**src/rtl/eq_output_stage.sv**
```systemverilog
// eq_output_stage: rounds and saturates EQ filter results to OUT_W-bit samples and
// streams them as left-justified mono frames on BCLK/LRCLK/SDATA.
module eq_output_stage #(
  parameter int RESULT_W = 42,
  parameter int OUT_W    = 24,
  parameter int SHIFT    = 15,
  parameter int BCLK_DIV = 4,
  parameter int SLOT_W   = 32
) (
  input  logic                i_clk,
  input  logic                i_rst_n,
  input  logic [RESULT_W-1:0] i_result,
  input  logic                i_ready,
  output logic                o_bclk,
  output logic                o_lrclk,
  output logic                o_sdata,
  output logic [OUT_W-1:0]    o_sample,
  output logic                o_sat,
  output logic                o_overrun,
  output logic                o_underrun
);

  localparam int SUM_W = RESULT_W + 1;
  localparam int DIV_W = (BCLK_DIV > 1) ? $clog2(BCLK_DIV) : 1;
  localparam int BIT_W = $clog2(2 * SLOT_W);
  localparam logic signed [SUM_W-1:0] RND_C = SUM_W'(64'sd1 <<< (SHIFT - 1));
  localparam logic signed [SUM_W-1:0] MAX_C = SUM_W'((64'sd1 <<< (OUT_W - 1)) - 64'sd1);
  localparam logic signed [SUM_W-1:0] MIN_C = SUM_W'(-(64'sd1 <<< (OUT_W - 1)));
  localparam logic [DIV_W-1:0] DIV_LAST_C  = DIV_W'(BCLK_DIV - 1);
  localparam logic [BIT_W-1:0] BIT_LAST_C  = BIT_W'(2 * SLOT_W - 1);
  localparam logic [BIT_W-1:0] SLOT_LAST_C = BIT_W'(SLOT_W - 1);

  typedef enum logic [0:0] {IDLE = 1'b0, RUN = 1'b1} state_t;

  // Returns {saturated, sample}: round half up, arithmetic shift, clamp.
  function automatic logic [OUT_W:0] round_sat(input logic [RESULT_W-1:0] res);
    logic signed [SUM_W-1:0] sum_v;
    logic signed [SUM_W-1:0] shr_v;
    logic [OUT_W:0]          out_v;
    sum_v = $signed({res[RESULT_W-1], res}) + RND_C;
    shr_v = sum_v >>> SHIFT;
    if (shr_v > MAX_C) begin
      out_v = {1'b1, OUT_W'(MAX_C)};
    end else if (shr_v < MIN_C) begin
      out_v = {1'b1, OUT_W'(MIN_C)};
    end else begin
      out_v = {1'b0, OUT_W'(shr_v)};
    end
    return out_v;
  endfunction

  function automatic logic [SLOT_W-1:0] load_word(input logic [OUT_W-1:0] smp);
    return SLOT_W'(smp) << (SLOT_W - OUT_W);
  endfunction

  state_t              state_r;
  state_t              state_nxt_s;
  logic                ready_d_r;
  logic                cap_v_r;
  logic [RESULT_W-1:0] cap_result_r;
  logic                pending_r;
  logic [DIV_W-1:0]    div_r;
  logic [BIT_W-1:0]    bit_cnt_r;
  logic [SLOT_W-1:0]   shreg_r;
  logic [OUT_W-1:0]    frame_word_r;
  logic [OUT_W:0]      conv_s;
  logic                capture_s;
  logic                div_tc_s;
  logic                bclk_fall_s;
  logic                wrap_s;
  logic                slot_s;
  logic                run_entry_s;
  logic                frame_start_s;
  logic                active_s;

  assign o_sdata = shreg_r[SLOT_W-1];

  // Edge detect, conversion and BCLK event decode.
  always_comb begin
    capture_s   = i_ready & ~ready_d_r;
    conv_s      = round_sat(cap_result_r);
    div_tc_s    = (div_r == DIV_LAST_C);
    bclk_fall_s = div_tc_s & o_bclk;
    wrap_s      = bclk_fall_s & (bit_cnt_r == BIT_LAST_C);
    slot_s      = bclk_fall_s & (bit_cnt_r == SLOT_LAST_C);
  end

  // FSM state register.
  always_ff @(posedge i_clk or negedge i_rst_n) begin
    if (!i_rst_n) begin
      state_r <= IDLE;
    end else begin
      state_r <= state_nxt_s;
    end
  end

  // FSM next state: leave IDLE once a sample is pending, then run until reset.
  always_comb begin
    state_nxt_s = state_r;
    case (state_r)
      IDLE:    state_nxt_s = pending_r ? RUN : IDLE;
      RUN:     state_nxt_s = RUN;
      default: state_nxt_s = IDLE;
    endcase
  end

  // FSM outputs: frame start strobes and serialiser enable.
  always_comb begin
    run_entry_s   = 1'b0;
    frame_start_s = 1'b0;
    active_s      = 1'b0;
    case (state_r)
      IDLE: begin
        run_entry_s   = pending_r;
        frame_start_s = pending_r;
      end
      RUN: begin
        active_s      = 1'b1;
        frame_start_s = wrap_s;
      end
      default: begin
        run_entry_s   = 1'b0;
        frame_start_s = 1'b0;
        active_s      = 1'b0;
      end
    endcase
  end

  // Capture stage: latch the filter result on the rising edge of i_ready.
  always_ff @(posedge i_clk or negedge i_rst_n) begin
    if (!i_rst_n) begin
      ready_d_r    <= 1'b0;
      cap_v_r      <= 1'b0;
      cap_result_r <= '0;
    end else begin
      ready_d_r    <= i_ready;
      cap_v_r      <= capture_s;
      cap_result_r <= capture_s ? i_result : cap_result_r;
    end
  end

  // Sample register, pending flag and status pulses; a new sample beats a frame-start clear.
  always_ff @(posedge i_clk or negedge i_rst_n) begin
    if (!i_rst_n) begin
      o_sample   <= '0;
      o_sat      <= 1'b0;
      o_overrun  <= 1'b0;
      o_underrun <= 1'b0;
      pending_r  <= 1'b0;
    end else begin
      o_sample   <= cap_v_r ? conv_s[OUT_W-1:0] : o_sample;
      o_sat      <= cap_v_r & conv_s[OUT_W];
      o_overrun  <= cap_v_r & pending_r & ~frame_start_s;
      o_underrun <= frame_start_s & ~run_entry_s & ~pending_r;
      if (cap_v_r) begin
        pending_r <= 1'b1;
      end else if (frame_start_s) begin
        pending_r <= 1'b0;
      end
    end
  end

  // Serialiser: BCLK divider, bit counter and left-justified shift register.
  always_ff @(posedge i_clk or negedge i_rst_n) begin
    if (!i_rst_n) begin
      div_r        <= '0;
      o_bclk       <= 1'b0;
      bit_cnt_r    <= '0;
      o_lrclk      <= 1'b0;
      shreg_r      <= '0;
      frame_word_r <= '0;
    end else if (run_entry_s) begin
      div_r        <= '0;
      o_bclk       <= 1'b0;
      bit_cnt_r    <= '0;
      o_lrclk      <= 1'b0;
      shreg_r      <= load_word(o_sample);
      frame_word_r <= o_sample;
    end else if (active_s) begin
      div_r  <= div_tc_s ? '0 : div_r + DIV_W'(1);
      o_bclk <= div_tc_s ? ~o_bclk : o_bclk;
      if (bclk_fall_s) begin
        bit_cnt_r <= wrap_s ? '0 : bit_cnt_r + BIT_W'(1);
        if (wrap_s) begin
          o_lrclk      <= 1'b0;
          shreg_r      <= load_word(o_sample);
          frame_word_r <= o_sample;
        end else if (slot_s) begin
          o_lrclk <= 1'b1;
          shreg_r <= load_word(frame_word_r);
        end else begin
          shreg_r <= {shreg_r[SLOT_W-2:0], 1'b0};
        end
      end
    end
  end

endmodule

```
**config.mk**
```make
export PLATFORM = sky130hd
export DESIGN_NAME = eq_output_stage
export DESIGN_NICKNAME = d
export VERILOG_FILES = /design/src/rtl/eq_output_stage.sv
export SDC_FILE = /design/constraint.sdc
export NUM_CORES = 1
export LEC_CHECK = 0
export ABC_CLOCK_PERIOD_IN_PS = 5220
export CAP_MARGIN = 5
export CORE_MARGIN = 5
export CORE_UTILIZATION = 30
export CTS_BUF_LIST = sky130_fd_sc_hd__clkbuf_8
export DETAILED_ROUTE_END_ITERATION = 16
export REMOVE_ABC_BUFFERS = 1
export SLEW_MARGIN = 30
export SYNTH_ARGS = -nofsm -noshare
export SYNTH_HDL_FRONTEND = slang
export SYNTH_SLANG_ARGS = --single-unit
```
**constraint.sdc**
```tcl
create_clock -name i_clk -period 5.22 [get_ports i_clk]
set_input_delay 0.783 -clock i_clk [delete_from_list [all_inputs] [get_ports i_clk]]
set_output_delay 0.783 -clock i_clk [all_outputs]
set_load 0.005 [all_outputs]
```
==> flow_metrics.tcl, run 1 <==
set metrics [dict create \
    outcome "finished, final reports clean" \
    port_buffers 60 \
    path_class "reg -> reg" \
    start_util 0.304 \
    coreArea_um2 18000 \
    fillCellCount 1749 \
    grt-ovfl-total 0 \
    swShare 0.305 \
    layout_common_cells "dfrtp_1, nand2_1, clkdlybuf4s50_1" \
    r2r-end "o_sample[1]" \
    synth_top_area_frac 0.535 \
    internal_power_mw 1.90 \
    async_flop_share 1.00 \
    synth_cell_types 48 \
    drt-met1-wl_um 6020 \
    crit_fanout 19 \
    drtAntennaViolNets 0 \
    required_ns 5.59 \
    drt_first_iter_violations 245 \
    switching_power_mw 0.832 \
    finClkSkew_ns 0.00944 \
    end_kind "flip-flop" \
    synth.area.mux_share 0.0956 \
    cap_violations 0 \
    pwr-share-seq 0.479 \
    p_per_area_nw_per_um2 410 \
    post-route-period-util 0.536 \
    grt_pass1_wl_um 21700 \
    synth_xor_area_frac 0.0384 \
    r2r_slack_ns 2.42 \
    clkTransAtPathRegs_ns 0.06 \
    postCtsSetupRepairBufs 0 \
    cts_buffers 17 \
    drt_pass1_iterations 5 \
    synthFlopType "dfrtp_1" \
    crit_path_start_kind "flip-flop" \
    final_layout_size_suffix_gt1_frac 0.140 \
    dpl.hpwl_um 8890 \
    syn_area_per_cell_um2 10.6 \
    drc_errors 0 \
    postCtsResizedCells 0 \
    dieHeight_um 145 \
    finalSetupViolations 0 \
    rows 49 \
    cts_tree "built" \
    ys_ff_latch 117 \
    grt_pass1_vias 4208 \
    vias_per_cell 5.02 \
    stdcell_count 814 \
    hold_violations 0 \
    finalWeightedCongestion 0.906 \
    arrival_ns 3.17 \
    synth_edf_count 0 \
    die_w_um 145 \
    cp_slowest_cell "nor4_1" \
    fin_tns_setup_ns 0 \
    clockBufferDepth 2 \
    p_leak_nw 2.95 \
    area_growth_pct 21.7 \
    maxSlewHeadroom 0.354 \
    wl_met3_um 491 \
    antennaDiodeCount 0 \
    antenna_found_initial 0 \
    final_common_cell "dfrtp_1" \
    path_common_cell "nand4_1" \
    top_layer "met4" \
    synth-compound-area-share 0.121 \
    dp_cells 784 \
    vias 4089 \
    regArea_um2 2930 \
    io-pin-count 75 \
    syn_inst 517 \
    p_clk_frac 0.291 \
    multi_input_area_um2 2400 \
    yosys.area_share.simple 0.172 \
    slowest_delay_ns 0.88 \
    nets 623 \
    max_freq_mhz 357 \
    synth.area.top_cells "dfrtp_1, nand2_1, mux2_2, mux2i_1, o211ai_1" \
    worst_slew_pin_slew_ns 0.966 \
    crit_path_cell_trace "nand4_1 > nor4_1 > nand4_1 > o41a_4 > o221ai_4 > a221o_2" \
    yosys_warnings 0 \
    slew_viol_final 0 \
    die_area_um2 21000 \
    wl_met2_um 5910 \
    htreeDepth 4 \
    comb_power_share 0.230 \
    wire_per_inst_um 15.7 \
    synth_top_family_by_area "simple AND/OR/NAND/NOR gates" \
    yosys.area.top_type "dfrtp_1" \
    seq_area_frac_synth 0.535 \
    cts.root.buffer_cell "clkbuf_8" \
    hold_buffers 0 \
    r2r_start "cap_result_r[21]" \
    clk_latency_ns 0.44 \
    grt_setup_unrepaired "false" \
    whs_ns 0.329 \
    min_period_ns 2.80 \
    worstHoldPathType "in -> async" \
    synth.cell_area_um2 5470 \
    synth_adder_area_share 0.00915 \
    grt_max_degree 70 \
    wl_um 12800 \
    peakVddDrop_mv 0.183 \
    reg2reg_depth 6 \
    track_usage 0.126 \
    clkSinkCount 117 \
]
-- through the flow --
stage | util | worst slack (ns) | total power, mW | area [um2]
final | 0.370 | 2.42 | 2.73 | 6650
after global routing | 0.370 | 2.22 | 2.90 | 6650
after CTS | 0.370 | 2.44 | 2.76 | 6650
after detailed placement | 0.349 | 2.48 | 1.96 | 6270
after global placement | 0.349 | 2.53 | 1.93 | 6260
after floorplan | - | 2.58 | 1.64 | 5340
-- cell type report --
class / instances / area share
clock buffer: 24 / 0.0496
tap: 229 / 0.0431
timing repair buffer: 64 / 0.0950
multi-input combinational: 366 / 0.360
sequential: 117 / 0.440
clock inverter: 6 / 0.00771
inverter: 8 / 0.00451
-- state kept, by name (all words and copies together) (netlist names), 2 cells and up --
register / flops
bit_cnt_r: 6
shreg_r: 24
div_r: 2
frame_word_r: 24
o_sample: 24
cap_result_r: 28
-- metal layers --
layer,vias to the layer above,track usage
met4,0,0.0716
met3,26,0.0306
li1,1954,-
met1,1998,0.164
met5,-,0
met2,111,0.192
-- worst max-delay path, delay by kind of cell, from the launching register on --
family / cells / cell delay (ns)
and+or+nand+nor: 3 / 1.35
AOI/OAI and AO/OA: 3 / 0.92
DFF: 1 / 0.45
-- worst max-delay path by stage --
stage	from	end	slack, ns	cells past startpoint
6_report	cap_result_r[21]	o_sample[1]	2.42	6
5_1_grt	cap_result_r[21]	o_sample[0]	2.22	6
4_1_cts	cap_result_r[21]	o_sample[1]	2.44	6
3_5_place_dp	cap_result_r[21]	o_sample[1]	2.48	6
3_3_place_gp	cap_result_r[21]	o_sample[4]	2.53	6
2_1_floorplan	i_ready	cap_result_r[14]	2.58	2
-- power by group through the flow --
stage	logic (mW)	registers, mW	clock network, mW
after floorplan	0.376	1.26	0
after global placement	0.614	1.31	0
after detailed placement	0.632	1.32	0
after CTS	0.636	1.31	0.815
after global routing	0.700	1.34	0.863
final	0.627	1.31	0.794
-- cell families after synthesis --
logic type               after synthesis
AND/OR/NAND/NOR                      205
flip-flops                           117
multiplexers                          49
buffers and inverters                 34
AO/OA/AOI/OAI                         84
adder cells (fa/ha/maj)                4
XOR/XNOR                              24
-- cell usage after synthesis, drive strengths merged, types with 3 or more instances --
library cell / instances
xnor2: 9
xor2: 15
buf: 5
o211ai: 24
o21ai: 18
or3: 3
dfrtp: 117
ha: 4
nor4: 7
inv: 8
nand4: 10
nor2: 37
clkbuf: 21
mux2: 26
nand2: 116
o22ai: 6
a221o: 19
and3: 3
nand3: 17
mux2i: 23
and2: 3
a21oi: 6
Note: power is estimated with default switching activity, not from simulation.
==> run 2: changes to the inputs <==
--- a/config.mk
+++ b/config.mk
@@ -5,7 +5,7 @@
 export SDC_FILE = /design/constraint.sdc
 export NUM_CORES = 1
 export LEC_CHECK = 0
-export ABC_CLOCK_PERIOD_IN_PS = 5220
+export ABC_CLOCK_PERIOD_IN_PS = 2700
 export CAP_MARGIN = 5
 export CORE_MARGIN = 5
 export CORE_UTILIZATION = 30
==> constraint.sdc (replaced) <==
create_clock -name i_clk -period 2.7 [get_ports i_clk]
set_input_delay 0.405 -clock i_clk [delete_from_list [all_inputs] [get_ports i_clk]]
set_output_delay 0.405 -clock i_clk [all_outputs]
set_load 0.005 [all_outputs]
==> flow_metrics.tcl, run 2 (synthesis results as in run 1) <==
set metrics [dict create \
    outcome "finished, final reports clean" \
    swShare 0.291 \
    crit_fanout 18 \
    clkTransAtPathRegs_ns 0.07 \
    p_leak_nw 3.03 \
    r2r-end "o_sample[20]" \
    cap_violations 0 \
    peakVddDrop_mv 0.354 \
    htreeDepth 4 \
    vias 4040 \
    whs_ns 0.438 \
    arrival_ns 2.76 \
    hold_violations 0 \
    grt_setup_unrepaired "false" \
    grt_pass1_wl_um 21700 \
    track_usage 0.125 \
    drc_errors 0 \
    grt-ovfl-total 0 \
    finalInstanceArea_um2 6840 \
    power_mw 5.59 \
    vias_per_cell 4.88 \
    grt_max_degree 54 \
    hold_start "i_ready" \
    die_area_um2 21000 \
    start_util 0.304 \
    clockBufferDepth 2 \
    path_class "reg -> reg" \
    final_layout_size_suffix_gt1_frac 0.160 \
    coreArea_um2 18000 \
    cts_buffers 17 \
    finalSetupViolations 0 \
    finClkSkew_ns 0.00991 \
    min_period_ns 2.44 \
    dieHeight_um 145 \
    cts_tree "built" \
    drtAntennaViolNets 0 \
    reg2reg_depth 6 \
    antenna_found_initial 0 \
    max_freq_mhz 410 \
    worstHoldPathType "in -> reg" \
    switching_power_mw 1.63 \
    comb_power_share 0.219 \
    dp_cells 795 \
    wire_per_inst_um 15.2 \
    drt_pass1_iterations 4 \
    layout_common_cells "dfrtp_1, nand2_1, clkdlybuf4s50_1" \
    r2r_start "cap_result_r[26]" \
    largest_register_ffs 28 \
    dpl-instance-area_um2 6360 \
    worst_slew_pin_slew_ns 0.573 \
    die_w_um 145 \
    clkSinkCount 117 \
    clk_latency_ns 0.44 \
    fin_util 0.381 \
    pwr-share-seq 0.454 \
    dpl.hpwl_um 9070 \
    area_growth_pct 25.1 \
    grt_pass1_vias 4224 \
    min_to "ready_d_r" \
    stdcell_count 828 \
    slew_viol_final 0 \
    drt_first_iter_violations 306 \
    nets 635 \
    wl_um 12600 \
    fin_tns_setup_ns 0 \
    crit_path_start_kind "flip-flop" \
    required_ns 3.02 \
    end_kind "flip-flop" \
    final_common_cell "dfrtp_1" \
    place_ws_ns 0.101 \
    rows 49 \
    p_per_area_nw_per_um2 817 \
    port_buffers 60 \
    cts.root.buffer_cell "clkbuf_8" \
    p_clk_frac 0.327 \
    internal_power_mw 3.96 \
    hold_path_depth 1 \
    antennaDiodeCount 0 \
    io-pin-count 75 \
    r2r_slack_ns 0.26 \
    finalWeightedCongestion 0.922 \
    regMostFlops "cap_result_r" \
    worst_slack_ns 0.258 \
    maxSlewHeadroom 0.618 \
    post-route-period-util 0.904 \
]
## run 2: changes by cell type in the layout (fill, tap and decap cells not counted), sizes merged
| cell | delta |
|---|---|
| clkinv | +1 |
| inv | -2 |
| clkinvlp | +1 |
| dlygate4sd3 | +1 |
| bufinv | +3 |
| clkbuf | -1 |
| buf | +11 |
## run 2: final cells by class
| cell class | instances | area, um2 |
|---|---|---|
| inverter | 8 | 30.0 |
| timing repair buffer | 76 | 733 |
| fill | 1745 | 11100 |
| clock inverter | 9 | 146 |
| multi-input combinational | 366 | 2400 |
| clock buffer | 23 | 317 |
| sequential | 117 | 2930 |
| tap | 229 | 287 |
## run 2: power groups by stage
stage	Sequential, mW	Clock, mW	Combinational, mW
after floorplan	2.44	0	0.728
after global placement	2.55	0	1.21
after detailed placement	2.57	0	1.24
after CTS	2.54	1.87	1.25
after global routing	2.60	1.95	1.38
final	2.54	1.83	1.23
## run 2: worst max path at each step
stage / startpoint / endpoint / slack, ns
2_1_floorplan: div_r[0] / bit_cnt_r[5] / 0.16
3_3_place_gp: cap_result_r[14] / o_sample[1] / 0.23
3_5_place_dp: cap_result_r[15] / o_sample[20] / 0.10
4_1_cts: cap_result_r[15] / o_sample[20] / 0.11
5_1_grt: cap_result_r[15] / o_sample[5] / 0.09
6_report: cap_result_r[26] / o_sample[20] / 0.26
## run 2: critical path: stages, from the launching register on
cell,delay [ns]
dfrtp_1,0.44
nand4_2,0.24
nor4_4,0.51
and2_1,0.26
a31oi_1,0.15
o211a_2,0.40
a221o_2,0.33
## run 2: timing repair
| action | CTS | global route |
|---|---|---|
| hold buffers | 1 | 0 |
| gates resized for setup | 0 | 2 |
| setup buffers | 0 | 0 |
| endpoints found under the hold margin | 40 | 0 |
| endpoints found under the setup margin | 0 | 18 |
## run 2: metal layers
layer  wire [um]  share of wire  global-route usage  vias to the layer above
li1            -              -                   -                     1978
met1        5890           0.47               0.161                     1954
met2        5940           0.47               0.201                       89
met3         522          0.041              0.0299                       19
met4         245          0.019              0.0541                        0
met5           0              0                   0                        -
==> run 3: changes to the inputs <==
--- a/config.mk
+++ b/config.mk
@@ -5,7 +5,6 @@
 export SDC_FILE = /design/constraint.sdc
 export NUM_CORES = 1
 export LEC_CHECK = 0
-export ABC_CLOCK_PERIOD_IN_PS = 2700
 export CAP_MARGIN = 5
 export CORE_MARGIN = 5
 export CORE_UTILIZATION = 30
==> results of run 3 <==
The final DEF is identical to that of run 2; final timing and power are the same.
